`src/rtl/uart_pkg.sv`:
```
// Shared constants, state encoding and parity helper for the multimode UART receiver.
package uart_pkg;

  localparam logic [1:0] PARITY_NONE = 2'd0;
  localparam logic [1:0] PARITY_EVEN = 2'd1;
  localparam logic [1:0] PARITY_ODD  = 2'd2;

  localparam int MAX_DATA_BITS = 9;

  typedef enum logic [2:0] {
    ST_IDLE,
    ST_START,
    ST_DATA,
    ST_PARITY,
    ST_STOP,
    ST_WAIT_IDLE
  } rx_state_e;

  // Expected parity bit for the given data; unused upper bits must be zero.
  function automatic logic parity_bit(input logic [MAX_DATA_BITS-1:0] data,
                                      input logic [1:0]               mode);
    return (mode == PARITY_ODD) ? ~(^data) : ^data;
  endfunction

endpackage

```
`src/rtl/uart_rx_fifo.sv`:
```
// Synchronous output FIFO; a push while full is accepted only if a pop frees a slot that cycle.
module uart_rx_fifo #(
  parameter int WIDTH = 10,
  parameter int DEPTH = 4
) (
  input  logic             CLK,
  input  logic             RST_N,
  input  logic             push,
  input  logic             pop,
  input  logic [WIDTH-1:0] din,
  output logic             full,
  output logic             empty,
  output logic [WIDTH-1:0] head
);

  localparam int AW = $clog2(DEPTH);

  logic [WIDTH-1:0] mem [DEPTH];
  logic [AW-1:0]    wr_ptr;
  logic [AW-1:0]    rd_ptr;
  logic [AW:0]      count;
  logic             do_push;
  logic             do_pop;

  assign full    = (count == (AW+1)'(DEPTH));
  assign empty   = (count == '0);
  assign do_pop  = pop & ~empty;
  assign do_push = push & (~full | do_pop);
  assign head    = mem[rd_ptr];

  always_ff @(posedge CLK) begin
    if (do_push) mem[wr_ptr] <= din;
  end

  always_ff @(posedge CLK or negedge RST_N) begin
    if (!RST_N) begin
      wr_ptr <= '0;
      rd_ptr <= '0;
      count  <= '0;
    end else begin
      if (do_push) wr_ptr <= wr_ptr + AW'(1);
      if (do_pop)  rd_ptr <= rd_ptr + AW'(1);
      if (do_push && !do_pop)      count <= count + (AW+1)'(1);
      else if (do_pop && !do_push) count <= count - (AW+1)'(1);
    end
  end

endmodule

```
`src/rtl/uart_rx_multimode.sv`:
```
// UART receiver with configurable framing, 3-sample majority voting, output FIFO,
// per-word parity/frame flags, break and overrun pulses.
//
// state        | meaning
// ST_IDLE      | line idle, waiting for a low sample on a tick
// ST_START     | validating the start bit (voted 1 = false start)
// ST_DATA      | shifting in data bits, LSB first
// ST_PARITY    | capturing the parity bit
// ST_STOP      | checking stop bit(s); word pushed at last stop resolve
// ST_WAIT_IDLE | after a frame error, waiting for the line to return high
module uart_rx_multimode
  import uart_pkg::*;
#(
  parameter int DATA_BITS   = 8,
  parameter int PARITY_MODE = 0,
  parameter int STOP_BITS   = 1,
  parameter int OVERSAMPLE  = 16,
  parameter int FIFO_DEPTH  = 4
) (
  input  logic                 CLK,
  input  logic                 RST_N,
  input  logic                 UART_CLK_EN,
  input  logic                 UART_RXD,
  output logic [DATA_BITS-1:0] DATA_OUT,
  output logic                 DATA_VLD,
  input  logic                 DATA_RDY,
  output logic                 PARITY_ERROR,
  output logic                 FRAME_ERROR,
  output logic                 BREAK_DET,
  output logic                 OVERRUN_ERROR,
  output logic                 BUSY
);

  localparam int M  = OVERSAMPLE / 2;
  localparam int TW = $clog2(OVERSAMPLE);
  localparam int FW = DATA_BITS + 2;

  rx_state_e               state;
  logic                    rxd_meta;
  logic                    rxd_sync;
  logic [TW-1:0]           tick_cnt;
  logic [TW-1:0]           tick_nxt;
  logic [3:0]              bit_cnt;
  logic [DATA_BITS-1:0]    shreg;
  logic                    samp_lo;
  logic                    samp_mid;
  logic                    par_bit;
  logic                    frame_err;
  logic                    vote;
  logic                    resolve;
  logic                    fe_final;
  logic                    par_err;
  logic                    push_now;
  logic                    brk_now;
  logic                    overrun_now;
  logic                    pop;
  logic                    fifo_full;
  logic                    fifo_empty;
  logic [FW-1:0]           fifo_head;
  logic [MAX_DATA_BITS-1:0] data_ext;

  assign tick_nxt = (tick_cnt == TW'(OVERSAMPLE-1)) ? '0 : tick_cnt + TW'(1);
  assign vote     = (samp_lo & samp_mid) | (samp_lo & rxd_sync) | (samp_mid & rxd_sync);
  assign resolve  = UART_CLK_EN && (state != ST_IDLE) && (state != ST_WAIT_IDLE)
                    && (tick_nxt == TW'(M+1));
  assign fe_final = frame_err | ~vote;

  always_comb begin
    data_ext = '0;
    data_ext[DATA_BITS-1:0] = shreg;
  end

  assign par_err     = (PARITY_MODE != 0) && (par_bit != parity_bit(data_ext, 2'(PARITY_MODE)));
  assign push_now    = resolve && (state == ST_STOP) && (bit_cnt == 4'(STOP_BITS-1));
  assign brk_now     = push_now && fe_final && (shreg == '0) && ((PARITY_MODE == 0) || !par_bit);
  assign pop         = DATA_VLD & DATA_RDY;
  assign overrun_now = push_now & fifo_full & ~pop;

  uart_rx_fifo #(
    .WIDTH (FW),
    .DEPTH (FIFO_DEPTH)
  ) u_fifo (
    .CLK   (CLK),
    .RST_N (RST_N),
    .push  (push_now),
    .pop   (pop),
    .din   ({shreg, par_err, fe_final}),
    .full  (fifo_full),
    .empty (fifo_empty),
    .head  (fifo_head)
  );

  // Head is masked while empty so the outputs read 0 without resetting the memory.
  assign DATA_VLD     = ~fifo_empty;
  assign DATA_OUT     = DATA_VLD ? fifo_head[FW-1:2] : '0;
  assign PARITY_ERROR = DATA_VLD & fifo_head[1];
  assign FRAME_ERROR  = DATA_VLD & fifo_head[0];
  assign BUSY         = (state != ST_IDLE);

  always_ff @(posedge CLK or negedge RST_N) begin
    if (!RST_N) begin
      rxd_meta <= 1'b1;
      rxd_sync <= 1'b1;
    end else begin
      rxd_meta <= UART_RXD;
      rxd_sync <= rxd_meta;
    end
  end

  always_ff @(posedge CLK or negedge RST_N) begin
    if (!RST_N) begin
      state         <= ST_IDLE;
      tick_cnt      <= '0;
      bit_cnt       <= '0;
      shreg         <= '0;
      samp_lo       <= 1'b1;
      samp_mid      <= 1'b1;
      par_bit       <= 1'b0;
      frame_err     <= 1'b0;
      BREAK_DET     <= 1'b0;
      OVERRUN_ERROR <= 1'b0;
    end else begin
      BREAK_DET     <= brk_now;
      OVERRUN_ERROR <= overrun_now;
      if (UART_CLK_EN) begin
        case (state)
          ST_IDLE: begin
            if (!rxd_sync) begin
              state     <= ST_START;
              tick_cnt  <= '0;
              bit_cnt   <= '0;
              frame_err <= 1'b0;
            end
          end
          ST_WAIT_IDLE: begin
            if (rxd_sync) state <= ST_IDLE;
          end
          default: begin
            tick_cnt <= tick_nxt;
            if (tick_nxt == TW'(M-1)) samp_lo  <= rxd_sync;
            if (tick_nxt == TW'(M))   samp_mid <= rxd_sync;
            if (resolve) begin
              case (state)
                ST_START: begin
                  state   <= vote ? ST_IDLE : ST_DATA;
                  bit_cnt <= '0;
                end
                ST_DATA: begin
                  shreg <= {vote, shreg[DATA_BITS-1:1]};
                  if (bit_cnt == 4'(DATA_BITS-1)) begin
                    bit_cnt <= '0;
                    state   <= (PARITY_MODE != 0) ? ST_PARITY : ST_STOP;
                  end else begin
                    bit_cnt <= bit_cnt + 4'd1;
                  end
                end
                ST_PARITY: begin
                  par_bit <= vote;
                  state   <= ST_STOP;
                end
                ST_STOP: begin
                  if (push_now) begin
                    state <= fe_final ? ST_WAIT_IDLE : ST_IDLE;
                  end else begin
                    frame_err <= fe_final;
                    bit_cnt   <= bit_cnt + 4'd1;
                  end
                end
                default: ;
              endcase
            end
          end
        endcase
      end
    end
  end

endmodule

```
`config.mk`:
```
export PLATFORM = sky130hd
export DESIGN_NAME = uart_rx_multimode
export DESIGN_NICKNAME = d
export VERILOG_FILES = /design/src/rtl/uart_pkg.sv /design/src/rtl/uart_rx_fifo.sv /design/src/rtl/uart_rx_multimode.sv
export SDC_FILE = /design/constraint.sdc
export NUM_CORES = 1
export LEC_CHECK = 0
export ABC_CLOCK_PERIOD_IN_PS = 3690
export BUFFER_PORTS_ARGS = -buffer_cell sky130_fd_sc_hd__buf_2
export CAP_MARGIN = 25
export CORE_MARGIN = 8
export CORE_UTILIZATION = 60
export CTS_CLUSTER_DIAMETER = 80
export DETAILED_ROUTE_END_ITERATION = 10
export PLACE_DENSITY = 0.79
export REMOVE_ABC_BUFFERS = 1
export SLEW_MARGIN = 30
export SYNTH_ARGS = -nofsm -noshare
export SYNTH_HDL_FRONTEND = slang
export SYNTH_SLANG_ARGS = --single-unit
```
`constraint.sdc`:
```
create_clock -name CLK -period 3.69 [get_ports CLK]
set_input_delay 0.369 -clock CLK [delete_from_list [all_inputs] [get_ports CLK]]
set_output_delay 0.369 -clock CLK [all_outputs]
set_load 0.05 [all_outputs]
```
Word-level counts from Yosys, hierarchy flattened
Memories as Yosys holds them, arrays and structs flattened.
Cells that the tools add are included.
W data, S select, Z words.
Word-level totals
  register bits: 33
  RAM bits: 36
  input port bits: 5
  output and inout port bits: 14
  logic and storage cells: 116
  memories: 1
Operators by class
  add/subtract/negate cells: 6
  equality and inequality tests: 18
  mux-type cells: 27
  bitwise gates (word level): 20
  reduce and logical (&&, ||, !) cells: 30
Memories
  u_fifo.mem: depth 4, bits a word 9, read ports 1, clocked after Yosys merged registers in 0, wr ports 1, line uart_rx_fifo.sv:18  | logic [WIDTH-1:0] mem [DEPTH];
Operator list (number)
  $mux W3: 8
  $mux W4: 5
  $pmux W4 S2: 2
  $eq A4 B4 Y1 const B: 3
  $pmux W3 S4: 1
  $pmux W4 S3: 1
  $reduce_and A6 Y1: 2
  $and A1 B1 Y1: 9
  $eq A3 B3 Y1 const B: 3
  $logic_and A1 B1 Y1: 9
  $reduce_and A3 Y1: 3
  $add A4 B1 Y4 const B: 2
  $eq A4 B3 Y1 const B: 2
  $logic_not A8 Y1: 1
  $mux W8: 1
  $reduce_and A7 Y1: 1
  $eq A3 B2 Y1 const B: 2
  $logic_not A3 Y1: 2
  $mux W1: 6
  $not A1 Y1: 6
  $pmux W3 S2: 1
  $reduce_bool A2 Y1: 3
  $reduce_bool A3 Y1: 2
  $reduce_bool A6 Y1: 1
  other kinds (19): 25

Longest topological paths before layout
Gate-level depths: netlist of run 1.
  depth in word-level cells: 11
  depth in mapped cells: 12
  gate-level depth less buffers: 11

Hierarchy
From an unflattened synthesis of run 1, not the netlist that was laid out.
Unflattened totals
  cells, all modules: 244
  area, all modules: 3470.8 um^2
Modules (own cells, without submodules)
  uart_rx_fifo: times used 1, cells an instance 87, area each 1899.3 um^2, seq. area each 1376.3 um^2
  uart_rx_multimode: times used 1, cells an instance 157, area each 1571.5 um^2, seq. area each 655.6 um^2

Worst setup path before layout of run 1
No wires, ideal clock.
  kind: register to register
  from: register tick_cnt[1]
  to: register u_fifo.count[2]
  setup time: 0.079 ns
  data arrival time: 2.549 ns
  data required time: 3.611 ns
  slack: 1.062 ns
  cell stages (with the launch flop): 13
  path buffers: 1
  period minus slack after synthesis: 2.628 ns
  cells stage by stage: dfrtp_1 > ha_1 > buf_6 > nand2_2 > o22ai_2 > or3b_4 > nor2_4 > ha_1 > inv_1 > fa_1 > xor2_1 > nor2_1 > xor2_1
On the way
  word-level cells in the longest chain between the ends: 10
  elaborated cells on any way between the ends: 13
  classes of those cells: add/sub (1); eq/ne (2); mux (2); bitwise (1); reduce/logical (7)
RTL lines
  start, declared: line uart_rx_multimode.sv:41  | logic [TW-1:0] tick_cnt;
  start signal, assigned: line uart_rx_multimode.sv:139  | tick_cnt <= tick_nxt;
  $add A4 B1 Y4 / $eq A4 B4 Y1 (equally long branches): line uart_rx_multimode.sv:62  | assign tick_nxt = (tick_cnt == TW'(OVERSAMPLE-1)) ? '0 : tick_cnt + TW'(1);
  $mux W4 (*): line uart_rx_multimode.sv:62
  $eq A4 B4 Y1 (*): line uart_rx_multimode.sv:65  | && (tick_nxt == TW'(M+1));
  $logic_and A1 B1 Y1 (*): line uart_rx_multimode.sv:65
  $logic_and A1 B1 Y1 (*) (2 in a row): line uart_rx_multimode.sv:74  | assign push_now = resolve && (state == ST_STOP) && (bit_cnt == 4'(STOP_BITS-1));
  $and A1 B1 Y1 (*): line uart_rx_fifo.sv:28  | assign do_push = push & (~full | do_pop);
  net u_fifo.do_push: line uart_rx_fifo.sv:22  | logic do_push;
  $logic_not A1 Y1: line uart_rx_fifo.sv:44  | else if (do_pop && !do_push) count <= count - (AW+1)'(1);
  $logic_and A1 B1 Y1: line uart_rx_fifo.sv:44
  $reduce_bool A2 Y1 (no line)
  end signal, assigned: line uart_rx_fifo.sv:43  | if (do_push && !do_pop) count <= count + (AW+1)'(1);
  end signal, assigned: line uart_rx_fifo.sv:44
  end, declared: line uart_rx_fifo.sv:21  | logic [AW:0] count;
The timed path passes the listed nets; every way through them passes the cells marked *.
A chain may end at the register's enable or synchronous reset.

Worst setup path after layout of run 1
Same ends and word-level chain as after synthesis.

==> results of run 1 <==
power groups by stage:
stage | sequential, mW | combinational [mW] | clock, mW
after floorplan | 1.09 | 0.779 | 0
after global placement | 1.13 | 0.943 | 0
after detailed placement | 1.13 | 0.969 | 0
after CTS | 1.12 | 0.975 | 0.658
after global routing | 1.14 | 1.07 | 0.693
final | 1.12 | 0.964 | 0.646
final cells by class:
type / count / area, um2 / area share
clock inverters: 7 / 90.1 / 0.0246
multi-input cells: 147 / 1310 / 0.358
clock buffers: 9 / 124 / 0.0338
repair buffers: 17 / 85.1 / 0.0232
well taps: 72 / 90.1 / 0.0246
flip-flops and latches: 69 / 1910 / 0.522
inverters: 13 / 48.8 / 0.0133
state kept, by name, summed over array words and instances (netlist names):
signal         cells
bit_cnt            4
shreg              8
u_fifo.rd_ptr      2
rxd_meta           1
u_fifo.wr_ptr      2
frame_err          1
samp_mid           1
BREAK_DET          1
tick_cnt           4
samp_lo            1
rxd_sync           1
u_fifo.count       3
u_fifo.mem        36
OVERRUN_ERROR      1
state              3
placed cells by master (no fill, tap or decap), types with 3 or more instances in the layout:
cell and n:
or3_1 4, xor2_1 3, nand2_1 9, nand3_1 3, o31ai_1 3, nor2_1 9, mux2_1 5, xnor2_1 6
edfxtp_1 36, o21ai_0 9, dfrtp_1 29, and2_1 14, mux4_2 9, ha_1 11, mux2_4 8, nor4_1 4
clkbuf_8 9, nand2b_1 3, nor4b_1 3, a22o_1 3, inv_1 13, nor3_1 3, dfstp_2 4, buf_2 17
a21oi_1 3
critical path, cell delays in order (launching register included):
cell and delay [ns]:
dfrtp_1 0.50, ha_1 0.43, nand2_2 0.09, o22ai_2 0.20
or3b_4 0.45, nor2_4 0.17, ha_1 0.21, inv_1 0.06
fa_1 0.37, xor2_1 0.15, nor2_1 0.11, xor2_1 0.15
stage by stage:
| stage | hold slack (ns) | std cells | setup WS, ns | total power, mW | cell area (um2) |
|---|---|---|---|---|---|
| final | 0.0939 | 334 | 0.740 | 2.73 | 3660 |
| after global routing | 0.116 | 334 | 0.521 | 2.91 | 3660 |
| after CTS | 0.121 | 334 | 0.733 | 2.75 | 3660 |
| after detailed placement | 0.349 | 318 | 0.730 | 2.10 | 3450 |
| after global placement | 0.346 | 318 | 0.849 | 2.07 | 3450 |
| after floorplan | 0.0734 | 229 | 0.984 | 1.87 | 3270 |
synthesized netlist by cell type, types with 5 or more instances:
cell,instances,area [um2]
edfxtp_1,36,1080
inv_1,13,48.8
mux2_1,5,56.3
and2_1,14,87.6
o21ai_0,9,45.0
ha_1,11,138
dfrtp_1,29,726
nor2_1,9,33.8
xnor2_1,6,52.6
mux2_4,8,120
nand2_1,9,33.8
mux4_2,9,203
metal layers:
metal,up-vias,part of all wire,global-route usage
li1,916,-,-
met1,971,0.42,0.168
met2,34,0.52,0.264
met3,10,0.048,0.0441
met4,0,0.013,0.0513
met5,-,0,0
cells by family after synthesis:
family                   Yosys count
AO/OA/AOI/OAI                     32
XOR/XNOR                           9
adder cells (fa/ha/maj)           13
buffers and inverters             23
flip-flops                        69
multiplexers                      24
other                              1
AND/OR/NAND/NOR                   68
worst max path at each step:
stage	startpoint	to
6_report	tick_cnt[1]$_DFFE_PN0P_	u_fifo.count[2]$_DFFE_PN0P_
5_1_grt	tick_cnt[1]$_DFFE_PN0P_	u_fifo.count[2]$_DFFE_PN0P_
4_1_cts	tick_cnt[1]$_DFFE_PN0P_	u_fifo.count[2]$_DFFE_PN0P_
3_5_place_dp	tick_cnt[1]$_DFFE_PN0P_	u_fifo.count[2]$_DFFE_PN0P_
3_3_place_gp	tick_cnt[1]$_DFFE_PN0P_	u_fifo.count[2]$_DFFE_PN0P_
2_1_floorplan	tick_cnt[1]$_DFFE_PN0P_	u_fifo.count[2]$_DFFE_PN0P_
==> reports/metrics.yaml, run 1 <==
yosys:
  synthMuxAreaShare: 0.119
  syn-cell-area_um2: 3350
  synth-simple-area-share: 0.128
  ys_ff_latch: 69
  synth_compound_area_frac: 0.0687
  synthFlopType: "edfxtp_1"
  syn_area_per_cell_um2: 14.0
  synth-edff-count: 36
  ys_warn_count: 0
  synth_top_family_by_area: "simple AND/OR/NAND/NOR gates"
  synthCells: 239
  synthXorXnorAreaFrac: 0.0235
  yosysSeqAreaShare: 0.571
  async_flop_share: 0.478
  synthAdderAreaFrac: 0.0500
  synthDistinctLibCells: 58
place:
  gp_congestion: 0.852
  post-dp-hpwl_um: 4010
  portBuffers: 17
die:
  fp.dieH_um: 90.7
  core_um2: 5440
  rows: 27
  die_area_um2: 8230
  boundaryPins: 19
  initial_core_util: 0.616
  die_x_um: 90.7
global_route:
  antenna_found_initial: 0
  grtUsageTotal: 0.150
  grt_pass1_wl_um: 9790
  grt_remaining_overflow: 0
  grt_max_degree: 34
  grt_pass1_vias: 1995
sta:
  fmax_mhz: 339
  period_needed_ns: 2.95
  fin_tns_setup_ns: 0
  drv_slew: 0
  finClkSkew_ns: 0.00731
  rsz0062_at_grt: "false"
  setup_viol: 0
  fin_crit_sh: 0.799
  finalHoldViolations: 0
  slew-limit-headroom: 0.510
  tightestPinTransition_ns: 0.736
critical_path:
  r2r-end: "u_fifo.count[2]$_DFFE_PN0P_"
  cp_max_fo: 9
  r2r_slack_ns: 0.74
  cp.required_ns: 3.95
  crit_path_start_kind: "register"
  critPathKind: "register to register"
  r2r_cells: 11
  worstPathArrival_ns: 3.21
  end_kind: "register"
  regToRegStartpoint: "tick_cnt[1]$_DFFE_PN0P_"
detailed_routing:
  detail_route.wl_per_cell_um: 17.2
  ant_nets: 0
  drc: 0
  drtIter0Drc: 99
  vias: 1931
  vias_per_cell: 5.78
  drt_pass1_iterations: 4
  wl_um: 5750
cts:
  cts.sinks: 69
  clockBufferDepth: 2
  post_cts_buffers: 0
  cts_hold_buf: 0
  cts_tree: "done"
  ctsResizeCount: 0
  root_buffer: "clkbuf_8"
  cts_max_level: 3
  clk_pin_slew_worst_paths_ns: 0.07
  cts_buffers: 9
  clk_latency_ns: 0.33
worst_hold_path:
  hp-class: "primary input to async pin"
pwr:
  p_comb_frac: 0.353
  pwr-share-seq: 0.411
  p_clk_frac: 0.236
  powerDensity_nw_per_um2: 747
  power_switching_mw: 1.04
  p_leak_nw: 1.56
  ir_worst_vdd_v: 0.000409
  switching_share: 0.379
  intPower_mw: 1.70
cells_and_area:
  layout-drive-gt1-share: 0.244
  syn_to_final_growth_pct: 9.22
  fillers: 379
  antennaDiodeCount: 0
  fin_util: 0.673
  nNetsFinal: 274
job:
  cap_violations: 0
status:
  status: "completed"
Note: power is estimated with default switching activity, not from simulation.
==> run 2, diff against run 1 <==
- ABC_AREA: default -> 1
- ABC_CLOCK_PERIOD_IN_PS: 3690 -> 2800
- clock period: 3.69 -> 2.8 ns (I/O delays scaled with it)
==> run 2 against run 1 <==
Against the previous run:
- the run now ends with negative hold slack left
- sequential share of layout area down 0.46 points
- clock power is 27% higher
- count of clock-buffer cells in the layout stayed put
- via count is 20% higher
- synthesized cell count rose by 40%
- first-iteration DRC count up 78%
- sequential cell count unchanged
- non-clock buffer count increased by 7
- area after synthesis is 1.2% lower
- maximum frequency up 16%
- power increased by 44%
- critical endpoint unchanged
==> reports/metrics.yaml, run 2 <==
yosys:
  synth-edff-count: 36  # unchanged
  synth.most_common_cell: "nor2_1"
  yosys.area.top_type: "edfxtp_1"
  synthDistinctLibCells: 37  # -36%
  async_flop_share: 0.478  # unchanged
  synth_top_cells_by_count: "nor2_1 (66), nand2_1 (46), edfxtp_1 (36)"
  ys_ff_latch: 69  # unchanged
  ys_warn_count: 0  # unchanged
  yosysSeqAreaShare: 0.577  # +0.00690
  syn_area_per_cell_um2: 9.88  # -30%
  synth_area_leaders: "edfxtp_1 (33%), dfrtp_1 (22%), nor2_1 (7.5%)"
  netlist.area_leader.share: 0.327  # +0.00390
  syn-cell-area_um2: 3310  # -1.2%
  synthFlopType: "edfxtp_1"
  synthCells: 335  # +40%
pwr:
  total_power_mw: 3.93  # +44%
  power_switching_mw: 1.78  # +72%
  intPower_mw: 2.15  # +27%
  ir_worst_vdd_v: 0.000599  # +46%
  switching_share: 0.454  # +0.0742
  powerDensity_nw_per_um2: 1060  # +43%
  p_clk_frac: 0.209  # -0.027
  pwr-share-seq: 0.372  # -0.039
  p_comb_frac: 0.419  # +0.066
  p_leak_nw: 1.60  # +2.8%
detailed_routing:
  detail_route.wl_per_cell_um: 13.7  # -20%
  drtIter0Drc: 176  # +78%
  vias: 2322  # +20%
  drc: 0  # unchanged
  wl_um: 6010  # +4.5%
  vias_per_cell: 5.29  # -8.5%
  ant_nets: 0  # unchanged
  drt_pass1_iterations: 4  # unchanged
global_route:
  grt_pass1_wl_um: 10100  # +3.5%
  grtUsageTotal: 0.156  # +0.00591
  antenna_found_initial: 0  # unchanged
  use_met1: 0.168  # +0.000268
  grt_pass1_vias: 2229  # +12%
  grt_remaining_overflow: 0  # unchanged
  busiest_layer: "met2"
  grt_max_degree: 34  # unchanged
  grtUsageMet2: 0.275  # +0.0118
  met3_usage: 0.0441  # unchanged
cells_and_area:
  reg_top3: "u_fifo.mem: 36 flops, shreg: 8 flops"
  antennaDiodeCount: 0  # unchanged
  syn_to_final_growth_pct: 11.5
  fin_util: 0.683  # +0.0102
  layout-drive-gt1-share: 0.163  # -0.0808
  largest_register: "u_fifo.mem"
  fillers: 396  # +4.5%
  layout_commonest_cell: "nor2_1"
  layout_common_cells: "nor2_1 (66), nand2_1 (46), edfxtp_1 (36)"
  largest_reg_flops: 36  # unchanged
  nNetsFinal: 379  # +38%
sta:
  hold_ws_ns: -0.00762  # -0.102 ns
  drv_slew: 0  # unchanged
  finClkSkew_ns: 0.00722  # -0.0000845 ns
  setup_viol: 0  # unchanged
  fin_tns_setup_ns: 0  # unchanged
  fin_crit_sh: 0.908  # +0.109
  rsz0062_at_grt: "false"
  period_needed_ns: 2.54  # -0.406 ns
  tightestPinTransition_ns: 0.721  # -0.0149 ns
  fmax_mhz: 393  # +16%
  finalHoldViolations: 9  # +9
  slew-limit-headroom: 0.519  # +0.00990
critical_path:
  cp_num_buf_inv: 2  # +1
  r2r-end: "u_fifo.count[2]$_DFFE_PN0P_"
  cp_max_fo: 6  # -3
  r2r_slack_ns: 0.26  # -0.48 ns
  worstPathArrival_ns: 2.76  # -0.45 ns
  critPathKind: "register to register"
  r2r_cells: 13  # +2
  crit_path_top_delay_cell: "dfrtp_1"
  end_kind: "register"
  path_cells: "ha_1 -> nand2_1 -> clkinv_1 -> nor2_1 -> nor2_1 -> nand4_2 -> nor2_4 -> ha_1 -> inv_1 -> fa_1 -> a21oi_1 -> o21ai_0 -> xor2_1"
  regToRegStartpoint: "tick_cnt[1]$_DFFE_PN0P_"
  cp_top_family: "adder cells"
  cp.required_ns: 3.02  # -0.93 ns
  cp_slowest_stage_delay_ns: 0.44  # -0.06 ns
  crit_path_start_kind: "register"
die:
  initial_core_util: 0.612  # -0.00356
  boundaryPins: 19  # unchanged
  rows: 27  # unchanged
  fp.dieH_um: 90.3  # -0.50%
  die_area_um2: 8150  # -0.99%
  core_um2: 5410  # -0.62%
  die_x_um: 90.3  # -0.50%
cts:
  cts_tree: "done"
  cts_buffers: 9  # unchanged
  root_buffer: "clkbuf_8"
  cts.sinks: 69  # unchanged
  cts_hold_buf: 0  # unchanged
  cts_max_level: 3  # unchanged
  ctsResizeCount: 0  # unchanged
  clockBufferDepth: 2  # unchanged
  clk_latency_ns: 0.34  # about the same
  clk_pin_slew_worst_paths_ns: 0.08  # about the same
  post_cts_buffers: 0  # unchanged
status:
  status: "complete, but fails checks"
  violations: "negative hold slack"
worst_hold_path:
  hp-class: "primary input to async pin"
place:
  portBuffers: 17  # unchanged
  post-dp-hpwl_um: 3980  # -0.82%
  gp_congestion: 0.929  # +9.0%
job:
  cap_violations: 0  # unchanged
[run 2: cell count changes after synthesis, moves of 12 or more]
cell	delta
nor2_1	+57
nand2_1	+37
inv_1	+22
o21ai_0	+21
and2_1	-14
a21oi_1	+12
[run 2: cell type report]
type / instances / area, um2 / share of cell area
sequential: 69 / 1910 / 0.518
multi-input combinational: 219 / 1200 / 0.325
inverter: 39 / 146 / 0.0396
timing repair buffer: 24 / 138 / 0.0373
clock buffer: 9 / 124 / 0.0335
tap: 72 / 90.1 / 0.0244
clock inverter: 7 / 83.8 / 0.0227
[run 2: routing by layer]
layer | share of wire | vias to the layer above | wire length [um]
li1 | - | 1155 | -
met1 | 0.43 | 1113 | 2610
met2 | 0.51 | 43 | 3070
met3 | 0.036 | 11 | 214
met4 | 0.018 | 0 | 111
met5 | 0 | - | 0
[run 2: cell families (layout without fill, tap and decap cells)]
kind of cell               after synthesis  count (layout)  synth area share
buffers and inverters                   47              79            0.0605
and+or+nand+nor                        146             146             0.210
DFF                                     69              69             0.577
xor gates and xnor gates                 7               7            0.0185
AOI/OAI and AO/OA                       51              51            0.0786
other                                    1               1           0.00113
muxes                                    1               1           0.00340
adders and majority gates               13              13            0.0506
[run 2: stage by stage]
| stage | hold WS (ns) | instance area, um2 | setup slack, ns | instances |
|---|---|---|---|---|
| finish | -0.00762 | 3690 | 0.256 | 439 |
| global route | 0.0236 | 3690 | 0.0343 | 439 |
| CTS | 0.0200 | 3690 | 0.269 | 439 |
| detailed placement | 0.351 | 3480 | 0.276 | 423 |
| global placement | 0.347 | 3480 | 0.377 | 423 |
| floorplan | -0.0156 | 3260 | 0.140 | 327 |
[run 2: worst max path at each step]
stage | slack (ns) | end | cells past startpoint | start
after floorplan | 0.14 | u_fifo.count[2]$_DFFE_PN0P_ | 12 | tick_cnt[0]$_DFFE_PN0P_
after global placement | 0.38 | u_fifo.count[2]$_DFFE_PN0P_ | 12 | tick_cnt[1]$_DFFE_PN0P_
after detailed placement | 0.28 | u_fifo.count[2]$_DFFE_PN0P_ | 13 | tick_cnt[1]$_DFFE_PN0P_
after CTS | 0.27 | u_fifo.count[2]$_DFFE_PN0P_ | 13 | tick_cnt[1]$_DFFE_PN0P_
after global routing | 0.03 | u_fifo.count[2]$_DFFE_PN0P_ | 13 | tick_cnt[1]$_DFFE_PN0P_
final | 0.26 | u_fifo.count[2]$_DFFE_PN0P_ | 13 | tick_cnt[1]$_DFFE_PN0P_
[run 2: worst reg2reg max path, stage by stage (launching register included)]
cell      delay [ns]
dfrtp_1         0.44
ha_1            0.21
nand2_1         0.09
clkinv_1        0.05
nor2_1          0.04
nor2_1          0.23
nand4_2         0.18
nor2_4          0.18
ha_1            0.17
inv_1           0.07
fa_1            0.38
a21oi_1         0.14
o21ai_0         0.11
xor2_1          0.15
[run 2: power by group through the flow]
stage	clock network, mW	registers, mW	logic [mW]
after global placement	0	1.47	1.59
after floorplan	0	1.44	1.27
after CTS	0.836	1.46	1.65
final	0.822	1.46	1.65
after global routing	0.878	1.49	1.82
after detailed placement	0	1.48	1.63
==> run 3, diff against run 2 <==
- BUFFER_PORTS_ARGS: -buffer_cell sky130_fd_sc_hd__buf_2 -> -buffer_cell sky130_fd_sc_hd__clkbuf_2
==> run 3 against run 2 <==
Against the previous run:
- the flow now finishes without violations
- combinational power hardly changed
- sequential cell count did not move
- register-to-register slack lost 0.03 ns
- wire length grew 0.67%
- power shrank 1.2%
- critical path depth decreased by 1
- highest routed layer unchanged
==> reports/metrics.yaml, run 3 (same netlist as run 2, synthesis figures left out) <==
status:
  status: "completed"
worst_hold_path:
  hp-class: "primary input to async pin"
cells_and_area:
  largest_reg_flops: 36  # unchanged
  nNetsFinal: 380  # +0.26%
  largest_register: "u_fifo.mem"
  syn_to_final_growth_pct: 11.4
  antennaDiodeCount: 0  # unchanged
  layout_common_cells: "nor2_1 (65), nand2_1 (46), edfxtp_1 (36)"
  reg_top3: "u_fifo.mem: 36 flops, shreg: 8 flops"
  layout-drive-gt1-share: 0.163  # -0.000444
  layout_commonest_cell: "nor2_1"
critical_path:
  cp_max_fo: 6  # unchanged
  r2r_slack_ns: 0.22  # -0.03 ns
  critPathKind: "register to register"
  worstPathArrival_ns: 2.81  # +0.05 ns
  cp-startpoint: "tick_cnt[1]$_DFFE_PN0P_"
  regToRegStartpoint: "tick_cnt[1]$_DFFE_PN0P_"
  r2r_cells: 12  # -1
  r2r-end: "u_fifo.count[2]$_DFFE_PN0P_"
  end_kind: "register"
  cp.required_ns: 3.03  # about the same
  crit_path_start_kind: "register"
pwr:
  intPower_mw: 2.13  # -1.0%
  ir_worst_vdd_v: 0.000730  # +22%
  powerDensity_nw_per_um2: 1050  # -1.0%
  p_clk_frac: 0.198  # -0.011
  p_comb_frac: 0.423  # +0.004
  p_leak_nw: 1.59  # -0.34%
  switching_share: 0.453  # -0.000679
  pwr-share-seq: 0.379  # +0.007
  power_switching_mw: 1.76  # -1.3%
global_route:
  grt_remaining_overflow: 0  # unchanged
  antenna_found_initial: 0  # unchanged
  grt_pass1_vias: 2279  # +2.2%
  grtUsageTotal: 0.160  # +0.00461
  grt_max_degree: 34  # unchanged
  grt_pass1_wl_um: 10400  # +2.9%
detailed_routing:
  vias_per_cell: 5.20  # -1.6%
  ant_nets: 0  # unchanged
  detail_route.wl_per_cell_um: 13.8  # +0.44%
  drt_pass1_iterations: 4  # unchanged
  drtIter0Drc: 106  # -40%
  vias: 2290  # -1.4%
  drc: 0  # unchanged
  wl_um: 6050  # +0.67%
cts:
  cts_max_level: 3  # unchanged
  clk_latency_ns: 0.35  # about the same
  cts_tree: "done"
  clk_pin_slew_worst_paths_ns: 0.08  # about the same
  root_buffer: "clkbuf_8"
  cts.sinks: 69  # unchanged
  cts_buffers: 9  # unchanged
  post_cts_buffers: 0  # unchanged
  clockBufferDepth: 2  # unchanged
sta:
  tightestPinTransition_ns: 0.803  # +0.0826 ns
  fin_crit_sh: 0.920  # +0.0114
  slew-limit-headroom: 0.464  # -0.0550
  hold_ws_ns: 0.00873  # +0.0164 ns
  finalHoldViolations: 0  # -9
  finClkSkew_ns: 0.0118  # +0.00462 ns
  fmax_mhz: 388  # -1.2%
  rsz0062_at_grt: "false"
  drv_slew: 0  # unchanged
  fin_tns_setup_ns: 0  # unchanged
  period_needed_ns: 2.58  # +0.0319 ns
  setup_viol: 0  # unchanged
die:
  boundaryPins: 19  # unchanged
  fp.dieH_um: 90.3  # unchanged
  core_um2: 5410  # unchanged
  initial_core_util: 0.612  # unchanged
  die_x_um: 90.3  # unchanged
  die_area_um2: 8150  # unchanged
  rows: 27  # unchanged
place:
  portBuffers: 17  # unchanged
  post-dp-hpwl_um: 4080  # +2.6%
  gp_congestion: 0.942  # +1.4%
job:
  cap_violations: 0  # unchanged
==> run 3: cell count changes in the layout (fill, tap and decap cells not counted), moves of 2 or more <==
cell / delta
clkbuf_2: +17
clkinv_2: +2
buf_2: -17
clkinv_4: -3
clkinvlp_4: +2
==> run 3: critical path: stages (launching register included) <==
cell	delay [ns]
dfrtp_1	0.45
ha_1	0.24
nand2_1	0.12
nand3_1	0.09
nand2_1	0.19
nand4_2	0.18
nor2_4	0.18
ha_1	0.17
inv_1	0.06
fa_1	0.38
a21oi_1	0.14
o21ai_0	0.11
xor2_1	0.14
==> run 3: worst max-delay path by stage <==
stage                                   to  slack (ns)  cells after the start
3_3_place_gp   u_fifo.count[2]$_DFFE_PN0P_        0.39                     12
4_1_cts        u_fifo.count[2]$_DFFE_PN0P_        0.20                     12
3_5_place_dp   u_fifo.count[2]$_DFFE_PN0P_        0.27                     13
2_1_floorplan  u_fifo.count[2]$_DFFE_PN0P_        0.14                     12
6_report       u_fifo.count[2]$_DFFE_PN0P_        0.22                     12
5_1_grt        u_fifo.count[2]$_DFFE_PN0P_        0.05                     12
==> run 3: through the flow <==
stage                     total power [mW]  instances  utilization  setup WS [ns]  area (um2)
after floorplan                       2.71        327            -          0.140        3260
after global routing                  4.16        440        0.682         0.0491        3690
after global placement                3.06        423        0.645          0.387        3480
after detailed placement              3.11        423        0.645          0.274        3480
after CTS                             3.89        440        0.682          0.201        3680
final                                 3.88        440        0.682          0.224        3690
==> run 3: power groups by stage <==
stage          logic (mW)  registers, mW  clock network (mW)
2_1_floorplan        1.27           1.44                   0
3_3_place_gp         1.59           1.48                   0
3_5_place_dp         1.62           1.49                   0
4_1_cts              1.64           1.47               0.788
5_1_grt              1.83           1.50               0.827
6_report             1.64           1.47               0.769
==> run 3: layer usage <==
layer / vias up / global-route usage / routed length, um / share of wire
met5: - / 0 / 0 / 0
met3: 13 / 0.0524 / 280 / 0.046
li1: 1153 / - / - / -
met4: 0 / 0.0693 / 114 / 0.019
met1: 1073 / 0.173 / 2560 / 0.42
met2: 51 / 0.281 / 3100 / 0.51
==> run 3: repair_timing <==
| action | CTS | global route |
|---|---|---|
| hold endpoints to repair | 1 | 0 |
| setup endpoints to repair | 0 | 1 |
| hold buffers | 1 | 0 |
| gates resized for setup | 0 | 1 |
==> run 3: final cells by class <==
| type | count | area (um2) |
|---|---|---|
| flip-flops and latches | 69 | 1910 |
| inverters | 39 | 146 |
| clock inverters | 7 | 66.3 |
| repair buffers | 25 | 148 |
| clock buffers | 9 | 124 |
| multi-input cells | 219 | 1200 |
| fillers | 409 | 1720 |
| well taps | 72 | 90.1 |
